[src/rtl/hazard_stall_ctrl.sv]
// Pipeline hazard/stall controller: load-use and compare-branch operand stalls,
// data-memory wait freezes, taken-branch IF/ID flush and a saturating stall counter.
module hazard_stall_ctrl #(
    parameter int unsigned CNT_W = 16
) (
    input  logic             clk,
    input  logic             reset,
    input  logic             ID_EX_MemRead,
    input  logic             ID_EX_RegWrite,
    input  logic [4:0]       ID_EX_Rw,
    input  logic             EX_MEM_MemRead,
    input  logic [4:0]       EX_MEM_Rw,
    input  logic [4:0]       IF_ID_Ra,
    input  logic [4:0]       IF_ID_Rb,
    input  logic             IF_ID_UseRa,
    input  logic             IF_ID_UseRb,
    input  logic             IF_ID_IsCB,
    input  logic             BranchTaken,
    input  logic             DMem_Req,
    input  logic             DMem_Ready,
    input  logic             StallCountClr,
    output logic             PCWrite,
    output logic             IF_ID_Write,
    output logic             IF_ID_Flush,
    output logic             ID_EX_Bubble,
    output logic             PipeFreeze,
    output logic [CNT_W-1:0] StallCount
);

    typedef enum logic [1:0] {StRun, StStall, StFreeze} state_e;

    localparam logic [4:0] ZeroReg = 5'd31;

    state_e           r_state, w_state_d;
    state_e           r_saved_state, w_saved_state_d;
    state_e           w_eff_state;
    logic             r_rem, w_rem_d;
    logic             r_saved_rem, w_saved_rem_d;
    logic             w_eff_rem;
    logic             w_lu, w_c1, w_c2, w_frz, w_hazard;
    logic [CNT_W-1:0] r_count;

    // Hazard terms; X31 is hard-wired zero and never a dependency.
    always_comb begin
        w_lu  = ID_EX_MemRead && (ID_EX_Rw != ZeroReg) &&
                ((IF_ID_UseRa && (IF_ID_Ra == ID_EX_Rw)) ||
                 (IF_ID_UseRb && (IF_ID_Rb == ID_EX_Rw)));
        w_c2  = IF_ID_IsCB && ID_EX_MemRead && (ID_EX_Rw == IF_ID_Rb) &&
                (IF_ID_Rb != ZeroReg);
        w_c1  = IF_ID_IsCB && (IF_ID_Rb != ZeroReg) &&
                ((ID_EX_RegWrite && !ID_EX_MemRead && (ID_EX_Rw == IF_ID_Rb)) ||
                 (EX_MEM_MemRead && (EX_MEM_Rw == IF_ID_Rb)));
        w_frz    = DMem_Req && !DMem_Ready;
        w_hazard = w_lu || w_c1 || w_c2;
    end

    // While frozen, the state we act as once the freeze drops is the saved one.
    always_comb begin
        w_eff_state = (r_state == StFreeze) ? r_saved_state : r_state;
        w_eff_rem   = (r_state == StFreeze) ? r_saved_rem   : r_rem;
    end

    // Next-state and same-cycle control outputs; priority reset > freeze > stall > flush.
    always_comb begin
        PCWrite         = 1'b1;
        IF_ID_Write     = 1'b1;
        IF_ID_Flush     = 1'b0;
        ID_EX_Bubble    = 1'b0;
        PipeFreeze      = 1'b0;
        w_state_d       = r_state;
        w_rem_d         = r_rem;
        w_saved_state_d = r_saved_state;
        w_saved_rem_d   = r_saved_rem;

        if (!reset) begin
            w_state_d       = StRun;
            w_rem_d         = 1'b0;
            w_saved_state_d = StRun;
            w_saved_rem_d   = 1'b0;
        end else if (w_frz) begin
            PCWrite     = 1'b0;
            IF_ID_Write = 1'b0;
            PipeFreeze  = 1'b1;
            w_state_d   = StFreeze;
            // Save only on entry so a long freeze keeps the original context.
            if (r_state != StFreeze) begin
                w_saved_state_d = r_state;
                w_saved_rem_d   = r_rem;
            end
        end else begin
            w_saved_state_d = StRun;
            w_saved_rem_d   = 1'b0;
            w_rem_d         = w_eff_rem;
            if (w_eff_state == StStall) begin
                PCWrite      = 1'b0;
                IF_ID_Write  = 1'b0;
                ID_EX_Bubble = 1'b1;
                // rem counts stall cycles left including this one.
                if (w_eff_rem) begin
                    w_rem_d = 1'b0;
                end
                w_state_d = StRun;
            end else if (w_hazard) begin
                PCWrite      = 1'b0;
                IF_ID_Write  = 1'b0;
                ID_EX_Bubble = 1'b1;
                if (w_c2) begin
                    w_state_d = StStall;
                    w_rem_d   = 1'b1;
                end else begin
                    w_state_d = StRun;
                end
            end else begin
                IF_ID_Flush = BranchTaken;
                w_state_d   = StRun;
            end
        end
    end

    // FSM state registers with synchronous active-low reset.
    always_ff @(posedge clk) begin
        if (!reset) begin
            r_state       <= StRun;
            r_rem         <= 1'b0;
            r_saved_state <= StRun;
            r_saved_rem   <= 1'b0;
        end else begin
            r_state       <= w_state_d;
            r_rem         <= w_rem_d;
            r_saved_state <= w_saved_state_d;
            r_saved_rem   <= w_saved_rem_d;
        end
    end

    // Saturating count of cycles with the PC held; clear beats increment.
    always_ff @(posedge clk) begin
        if (!reset || StallCountClr) begin
            r_count <= '0;
        end else if (!PCWrite && (r_count != {CNT_W{1'b1}})) begin
            r_count <= r_count + CNT_W'(1);
        end
    end

    assign StallCount = r_count;

endmodule
[config.mk]
export PLATFORM = sky130hd
export DESIGN_NAME = hazard_stall_ctrl
export DESIGN_NICKNAME = d
export VERILOG_FILES = /design/src/rtl/hazard_stall_ctrl.sv
export SDC_FILE = /design/constraint.sdc
export NUM_CORES = 1
export LEC_CHECK = 0
export CAP_MARGIN = 20
export CORE_MARGIN = 3
export CORE_UTILIZATION = 40
export DETAILED_ROUTE_END_ITERATION = 12
export PLACE_DENSITY_LB_ADDON = 0.12
export SETUP_SLACK_MARGIN = 0.3
export SYNTH_ARGS = -nofsm -noshare
export SYNTH_HDL_FRONTEND = slang
export SYNTH_SLANG_ARGS = --single-unit
[constraint.sdc]
create_clock -name clk -period 2.92 [get_ports clk]
set_input_delay 0.584 -clock clk [delete_from_list [all_inputs] [get_ports clk]]
set_output_delay 0.584 -clock clk [all_outputs]
set_load 0.02 [all_outputs]
==> results.txt, run 1 <==
The flow ran to the end, and the final reports show no timing, DRC or antenna violations. The post-synthesis compound-gate area fraction came out at between 10% and 20%. The clock net sink count is 20.

The core box area is slightly below 0.003 sq mm. The number of diodes added for antenna fixing is 0. The largest fanout of any net on the critical path is 2. Yosys mapped the design onto 35 distinct sky130hd cell types. Across all register-to-register paths, the minimum setup slack is approximately 750 ps. The quantity of I/O buffers inserted on ports came out at 52. For this run, asynchronously set or reset flops after synthesis account for 0%. The largest clock skew in the final design is ~3.9 ps. STA classifies the critical path endpoint as an output pin. The count of non-filler cells in the finished layout is roughly 280. After Yosys synthesis, XOR and XNOR cells account for around 10% of the synthesized area.

The worst voltage drop across the vdd grid is 0.000201 V. The power per cell area came out at approximately 310 mW/mm^2. Based on the critical path, the design can be clocked at up to between 0.3 and 0.4 GHz. From synthesis to final layout, the design area changed by 65.2%. The number of optimization iterations in the first detailed-route pass came out at 4. The number of placement rows came out at 19. The tool flagged a number of max-cap violations equal to 0.

The required time of the worst setup path is 2340 ps. The relative max-transition margin is approximately three fifths. The maximum number of pins on one net before global-route repair is 33. After the first detailed-routing iteration, the DRC count stood at just under 70. The quantity of hold-fixing buffers added after cts came out at 0.

The slew of the pin with the lowest slew margin is between 600 and 700 ps. After clock tree synthesis, the clock-pin slew on the worst setup and hold paths is ~120 ps. The number of global-route vias before repair is between 1000 and 1500.

The synthesized netlist devotes 34.3% of its cell area to simple gates. In the final layout, the share of cells above drive strength 1 is roughly 27%. The total wire length is 4.15 mm. The number of warning messages in the yosys log is 0.

The area enclosed by the die boundary is around 0.004 sq mm. The post-synthesis sequential element count came out at 20. Global routing used approximately a fifth of the available tracks. The count of flip-flops with a built-in enable after synthesis is 0. The remaining antenna violation count after routing is 0. The detailed placer's ending HPWL is 2.94 mm.

The number of antenna violations at the first check in global routing is 0. The y dimension of the die came out at 62.5 um. TritonCTS built the clock tree. The element type at the critical path start is an input pin. The total overflow left after global routing is 0. The worst path needs between 2000 and 3000 ps of the cycle, external delays included. The worst register-to-register path ends at StallCount[7]. After Yosys synthesis, full adders, half adders and majority gates account for less than 1% of the synthesized area. The clock network latency to the later pin of the worst-skew pair is a little over 300 ps. The mean instance size in the synthesized netlist is slightly below 8 sq um. Summed over all cells, the static leakage comes to 0.825 nW. The start point of the critical path is EX_MEM_Rw[4]. Measured along the x axis, the die boundary spans between 60 and 70 um.

53 I/O pins were placed. The per-cell routed wire length came out at roughly 15 um. The number of placed instances, taps included is roughly 260. The critical path is of the in -> out type. The min-delay analysis places its worst path in the category reg -> reg. The number of nets in the synthesized netlist is between 150 and 200.

The final-report max-slew violation count came to 0. The total of endpoints with negative setup slack in the final report is 0. For this run, the leading register cell type out of synthesis is dfxtp_1.

CTS placed an instance of clkbuf_4 at the clock tree root. The wire length of the first global-routing pass is between 6 and 7 mm. The tightest hold path in the finished design has a slack of slightly above 500 ps. The fraction of the yosys area taken by sequential cells is between 30% and 40%. After layout, the worst path uses 90.1% of the clock period. In the routed layout, each cell is associated on average with a via count of 5.56. The maximum buffer depth of the clock tree is 2.

The post-synthesis cell area came out at approximately 0.0013 sq mm. The origin of the critical flop-to-flop path is StallCount[0]. The total clock buffers created by CTS came out at 3.

The most critical setup path has its endpoint at PCWrite. Setup repair after global routing could not meet its margin everywhere. The count of cells along the worst register-to-register path is 7. The cell count after synthesis came out at approximately 160. The post-layout utilization of the core is a little over 70%. The total number of vias came out at 1545.

The beginning of the worst hold path is StallCount[15]. After synthesis, the largest family of logic cells by area is simple AND/OR/NAND/NOR gates. The share of cell area taken by muxes after synthesis is 0%. The H-tree level count came out at 1. The last weighted congestion value of the routability-driven placer is 0.804. The number of remaining DRC errors came out at 0.

The net count of the finished layout is between 200 and 300. The endpoint arrival time on the critical path is around 2100 ps. The total count of hold-check failures in the final report is 0. The initial utilization of the core area, before any placement, comes to between 40% and 50%.
per-layer routing:
metal  global-route usage (%)  part of all wire (%)  up-vias
li1                         -                     -      752
met4                     3.86                   2.9        0
met1                     27.7                    41      708
met3                     5.22                   7.7       12
met5                        0                     0        -
met2                     35.6                    48       73
worst min-delay path by stage:
stage / slack [ps] / end / cells after the start
2_1_floorplan: 450 / r_saved_state[0] / 2
3_3_place_gp: 460 / r_saved_state[0] / 2
3_5_place_dp: 490 / StallCount[15] / 2
4_1_cts: 510 / StallCount[15] / 2
5_1_grt: 530 / r_saved_state[1] / 1
6_report: 510 / StallCount[15] / 2
layout make-up:
cell class / count / area [sq um]
flip-flops and latches: 20 / 400
repair buffers: 78 / 668
multi-input cells: 128 / 915
well taps: 42 / 52.6
clock buffers: 3 / 22.5
inverters: 6 / 22.5
clock inverters: 1 / 30.0
fillers: 237 / 790
cell families after synthesis:
group,Yosys count
xor+xnor,15
buf+inv,13
fa+ha+maj,1
flops,20
compound gates,39
simple gates,73
registers in the layout, summed over array words and instances, names as in the netlist:
name,cells
r_saved_state,2
StallCount,16
r_state,2
cell usage after synthesis (2+ instances only):
library cell   n  share of area, %
nor2b_1        2              0.98
and4_1         3               2.1
nand2b_1       3               1.5
nand2_1        9               2.6
nor4b_1        2               1.4
or3_1         13               6.4
nor3_1         4               1.6
clkbuf_1       3              0.88
nand3_1        9               3.5
xor2_1         7               4.8
and3_1         3               1.5
buf_2          2              0.78
dfxtp_1       20                31
o31ai_1        6               3.5
inv_1          6               1.8
nor2_1         6               1.8
nand4_1        7               3.4
a21oi_1       17               6.7
or4_1          6               3.5
o21ai_0       10               3.9
nor4_1         2              0.98
xnor2_1        8               5.5
cells in the final DEF (no fill, tap or decap), drive strengths merged, types with 2 or more instances in the layout:
| cell | count |
|---|---|
| and3 | 3 |
| dfxtp | 20 |
| a21oi | 17 |
| clkbuf | 9 |
| nand2 | 9 |
| clkdlybuf4s15 | 2 |
| nor2b | 2 |
| nand3 | 9 |
| nor4 | 2 |
| nor2 | 6 |
| nor4b | 2 |
| dlygate4sd2 | 8 |
| xnor2 | 8 |
| xor2 | 7 |
| buf | 35 |
| nor3 | 4 |
| nand2b | 3 |
| or4 | 6 |
| o31ai | 6 |
| and4 | 3 |
| nand4 | 7 |
| o21ai | 10 |
| or3 | 13 |
| inv | 6 |
| clkdlybuf4s50 | 25 |
| dlymetal6s2s | 2 |
what timing repair did:
| item | in CTS | in global routing |
|---|---|---|
| endpoints found under the setup margin | 10 | 4 |
| pin swaps | 15 | 16 |
| resized for setup | 73 | 25 |
| setup buffers | 11 | 2 |
worst max-delay path, stage by stage:
cell and delay (ps):
dlygate4sd2_1 280, xnor2_2 150, nand4_1 210, nor3_4 270, and4bb_4 270, nand2b_4 150, buf_6 130
report_power, final:
part / internal, W / switching, W / leakage [nW]
clock: 0.000139 / 0.0000922 / 0.0279
combinational: 0.0000860 / 0.0000724 / 0.636
sequential: 0.000274 / 0.00000103 / 0.161
total: 0.000499 / 0.000166 / 0.825
stage by stage:
| stage | total power (W) | instance area, sq um | TNS, ps | setup slack [ps] |
|---|---|---|---|---|
| 5_1_grt | 0.000696 | 2110 | 0 | 266 |
| 3_3_place_gp | 0.000408 | 1920 | -1750 | -498 |
| 4_1_cts | 0.000649 | 2070 | 0 | 294 |
| 6_report | 0.000664 | 2110 | 0 | 288 |
| 2_1_floorplan | 0.000335 | 1280 | 0 | 347 |
| 3_5_place_dp | 0.000411 | 1920 | -2030 | -541 |
No activity file was read; power rests on OpenSTA's default activity.
==> inputs of run 2 (changes only) <==
CORE_MARGIN = 2   (was 3)
DONT_BUFFER_PORTS = 1   (was default)
==> run 2 against run 1 <==
  * Clock power fell by 30%
  * Utilization is 29 points lower
  * Non-clock buffer count decreased by 77
  * Clock skew grew 2.3 ps
  * Largest power group unchanged
  * Highest routed layer is now met3
==> results.txt, run 2 (same netlist as run 1, synthesis figures left out) <==
The remaining antenna violation count after routing is 0 (unchanged). The final net count came out at 193 (-29%). The maximum number of pins on one net before global-route repair is 34 (+3.0%). Traced cell by cell, the critical path runs through nand4_1 -> o221a_2 -> o2111ai_1 -> and4bb_4 -> nand2b_4. The total clock buffers created by CTS is 3 (unchanged). The flow ran to the end, and the final reports show no timing, DRC or antenna violations.

The most common cell after layout, fill and taps aside is dfxtp_1. The horizontal die dimension is 60.5 um (-3.2%). The total wire length is 2.85 mm (-31%). The worst voltage drop across the vdd grid is 0.000123 V (-38%). The routed via count divided by cell count came out at 5.86 (+5.5%). The cell sitting at the root of the clock tree is a clkbuf_4. The required time of the worst setup path is 2340 ps (about the same).

The classification of the worst-slack hold path is in -> reg. The post-CTS repair timing setup buffer count came out at 0 (-11). The number of remaining DRC errors is 0 (unchanged). The setup total negative slack came out at 0 ps (unchanged). TritonCTS built the clock tree. The share of total power consumed by net switching is 24.4% (-0.52 points).

The clock network latency to the later pin of the worst-skew pair came out at 300 ps (about the same). The area overhead of the layout relative to synthesis came out at 5.19%. The relative max-transition margin came to 59.4% (-0.083 points). The quantity of hold-fixing buffers added after cts is 0 (unchanged). The total number of vias is 1190 (-23%). The number of global-route vias before repair is 1054 (-28%). The net switching power of the design is 0.000120 W (-27%).

The total of endpoints with negative setup slack in the final report came out at 0 (unchanged). The flip-flop count of the largest register after layout is 16 (unchanged). The endpoint arrival time on the critical path came out at 1940 ps (-110 ps). The final worst-path cycle share came to 86.4% (-3.8 points). The number of diodes added for antenna fixing came out at 0 (unchanged). The quantity of I/O buffers inserted on ports came out at 0 (-100%). The area enclosed by the die boundary is 0.00366 sq mm (-6.3%).

The power per cell area is 367 mW/mm^2 (+17%). The H-tree level count is 1 (unchanged). The number of top-level pins came out at 53 (unchanged). The max-capacitance violation count came to 0 (unchanged). The clock slew seen by the registers of the worst setup and hold paths came out at 110 ps (about the same). The internal power of the cells came out at 0.000373 W (-25%). The violation count after the first detailed-route iteration was 46 (-32%).

The maximum buffer depth of the clock tree came out at 2 (unchanged). The total count of hold-check failures in the final report was 0 (unchanged). The wire length of the first global-routing pass came out at 4.66 mm (-32%). The effective utilization at floorplan is 41.8% (-2.2 points). The highest cell delay on the worst timing path came out at 480 ps (+200 ps). The worst slack after detailed placement is 394 ps (+935 ps). STA classifies the critical path endpoint as an output pin. The last weighted congestion value of the routability-driven placer is 0.774 (-3.7%).

The relative contribution of combinational cells to total power came out at 11.2% (-13 points). The post-route worst hold slack came to 410 ps (-97.9 ps). The clock network power share was 32.9% (-1.9 points). The core box area is 0.00305 sq mm (+5.3%). The number of antenna violations at the first check in global routing is 0 (unchanged).

The final worst setup slack came out at 399 ps (+111 ps). The y dimension of the die came out at 60.5 um (-3.2%). The final-report max-slew violation count is 0 (unchanged). The proportion of layout cells with a drive suffix above 1 is 5.66% (-21 points). The sequential group share of total power is 55.8% (+14 points). The shortest period the worst path allows was 2520 ps (-111 ps). The detailed placer's ending HPWL is 2.23 mm (-24%).

The timing-limited maximum frequency came to 0.397 GHz (+4.4%). The number of placement rows was 20 (+1). The per-cell routed wire length is 14.0 um (-6.0%). The critical path is of the in -> out type. The global-route usage over all layers came out at 16.1% (-5.1 points).

The sum of overflow across all layers after global routing is 0 (unchanged). The largest clock skew in the final design is 6.19 ps (+2.32 ps). STA classifies the critical path startpoint as an input pin. The library cells used most frequently in the layout, excluding fill and tap cells, are 20 x dfxtp_1, 17 x a21oi_1, 13 x or3_1.

The leakage dissipation came out at 0.401 nW (-51%). The post-cts gate resize count came to 0 (-100%). Setup repair after global routing could not meet its margin everywhere. The number of optimization iterations in the first detailed-route pass came out at 4 (unchanged).

The clock net sink count is 20 (unchanged). The slew of the pin with the lowest slew margin came to 608 ps (+1.25 ps). The largest fanout of any net on the critical path was 33 (+31). The slowest stage of the critical path belongs to the cell and4bb_4.
[run 2: worst max-delay path, delay by kind of cell]
kind / cells / cell delay [ps]
and+or+nand+nor: 3 / 860
AOI/OAI and AO/OA: 2 / 490
[run 2: area by class of cell]
cell class	count	area [sq um]
tap	44	55.1
timing repair buffer	1	7.51
clock buffer	4	36.3
fill	329	1710
inverter	6	22.5
sequential	20	400
multi-input combinational	128	822
[run 2: worst paths after layout]
path | startpoint | endpoint | slack [ps] | cells past startpoint
worst max-delay path | IF_ID_Rb[4] | PCWrite | 400 | 5
worst min-delay path | ID_EX_MemRead | r_state[0] | 410 | 2
worst max register to register | StallCount[0] | StallCount[7] | 650 | 7
worst min register to register | r_state[0] | r_saved_state[0] | 500 | 2
[run 2: power groups by stage]
stage	Sequential, W	Clock, W	Combinational [W]
5_1_grt	0.000276	0.000180	0.0000620
4_1_cts	0.000275	0.000170	0.0000560
3_5_place_dp	0.000282	0	0.0000558
6_report	0.000275	0.000162	0.0000554
2_1_floorplan	0.000281	0	0.0000541
3_3_place_gp	0.000281	0	0.0000544
[run 2: stage by stage]
step           cell area [sq um]  instances  util, %  power, W
2_1_floorplan               1280        161        -  0.000335
6_report                    1340        203     44.0  0.000493
3_5_place_dp                1310        199     42.8  0.000337
5_1_grt                     1340        203     44.0  0.000518
3_3_place_gp                1310        199     42.8  0.000336
4_1_cts                     1340        203     44.0  0.000502
[run 2: per-layer routing]
layer | vias to the layer above | share of wire, % | global-route usage [%]
met1 | 551 | 48 | 22.8
met3 | 0 | 7.2 | 5.76
met2 | 35 | 45 | 24.7
li1 | 604 | - | -
met4 | 0 | 0 | 1.86
met5 | - | 0 | 0
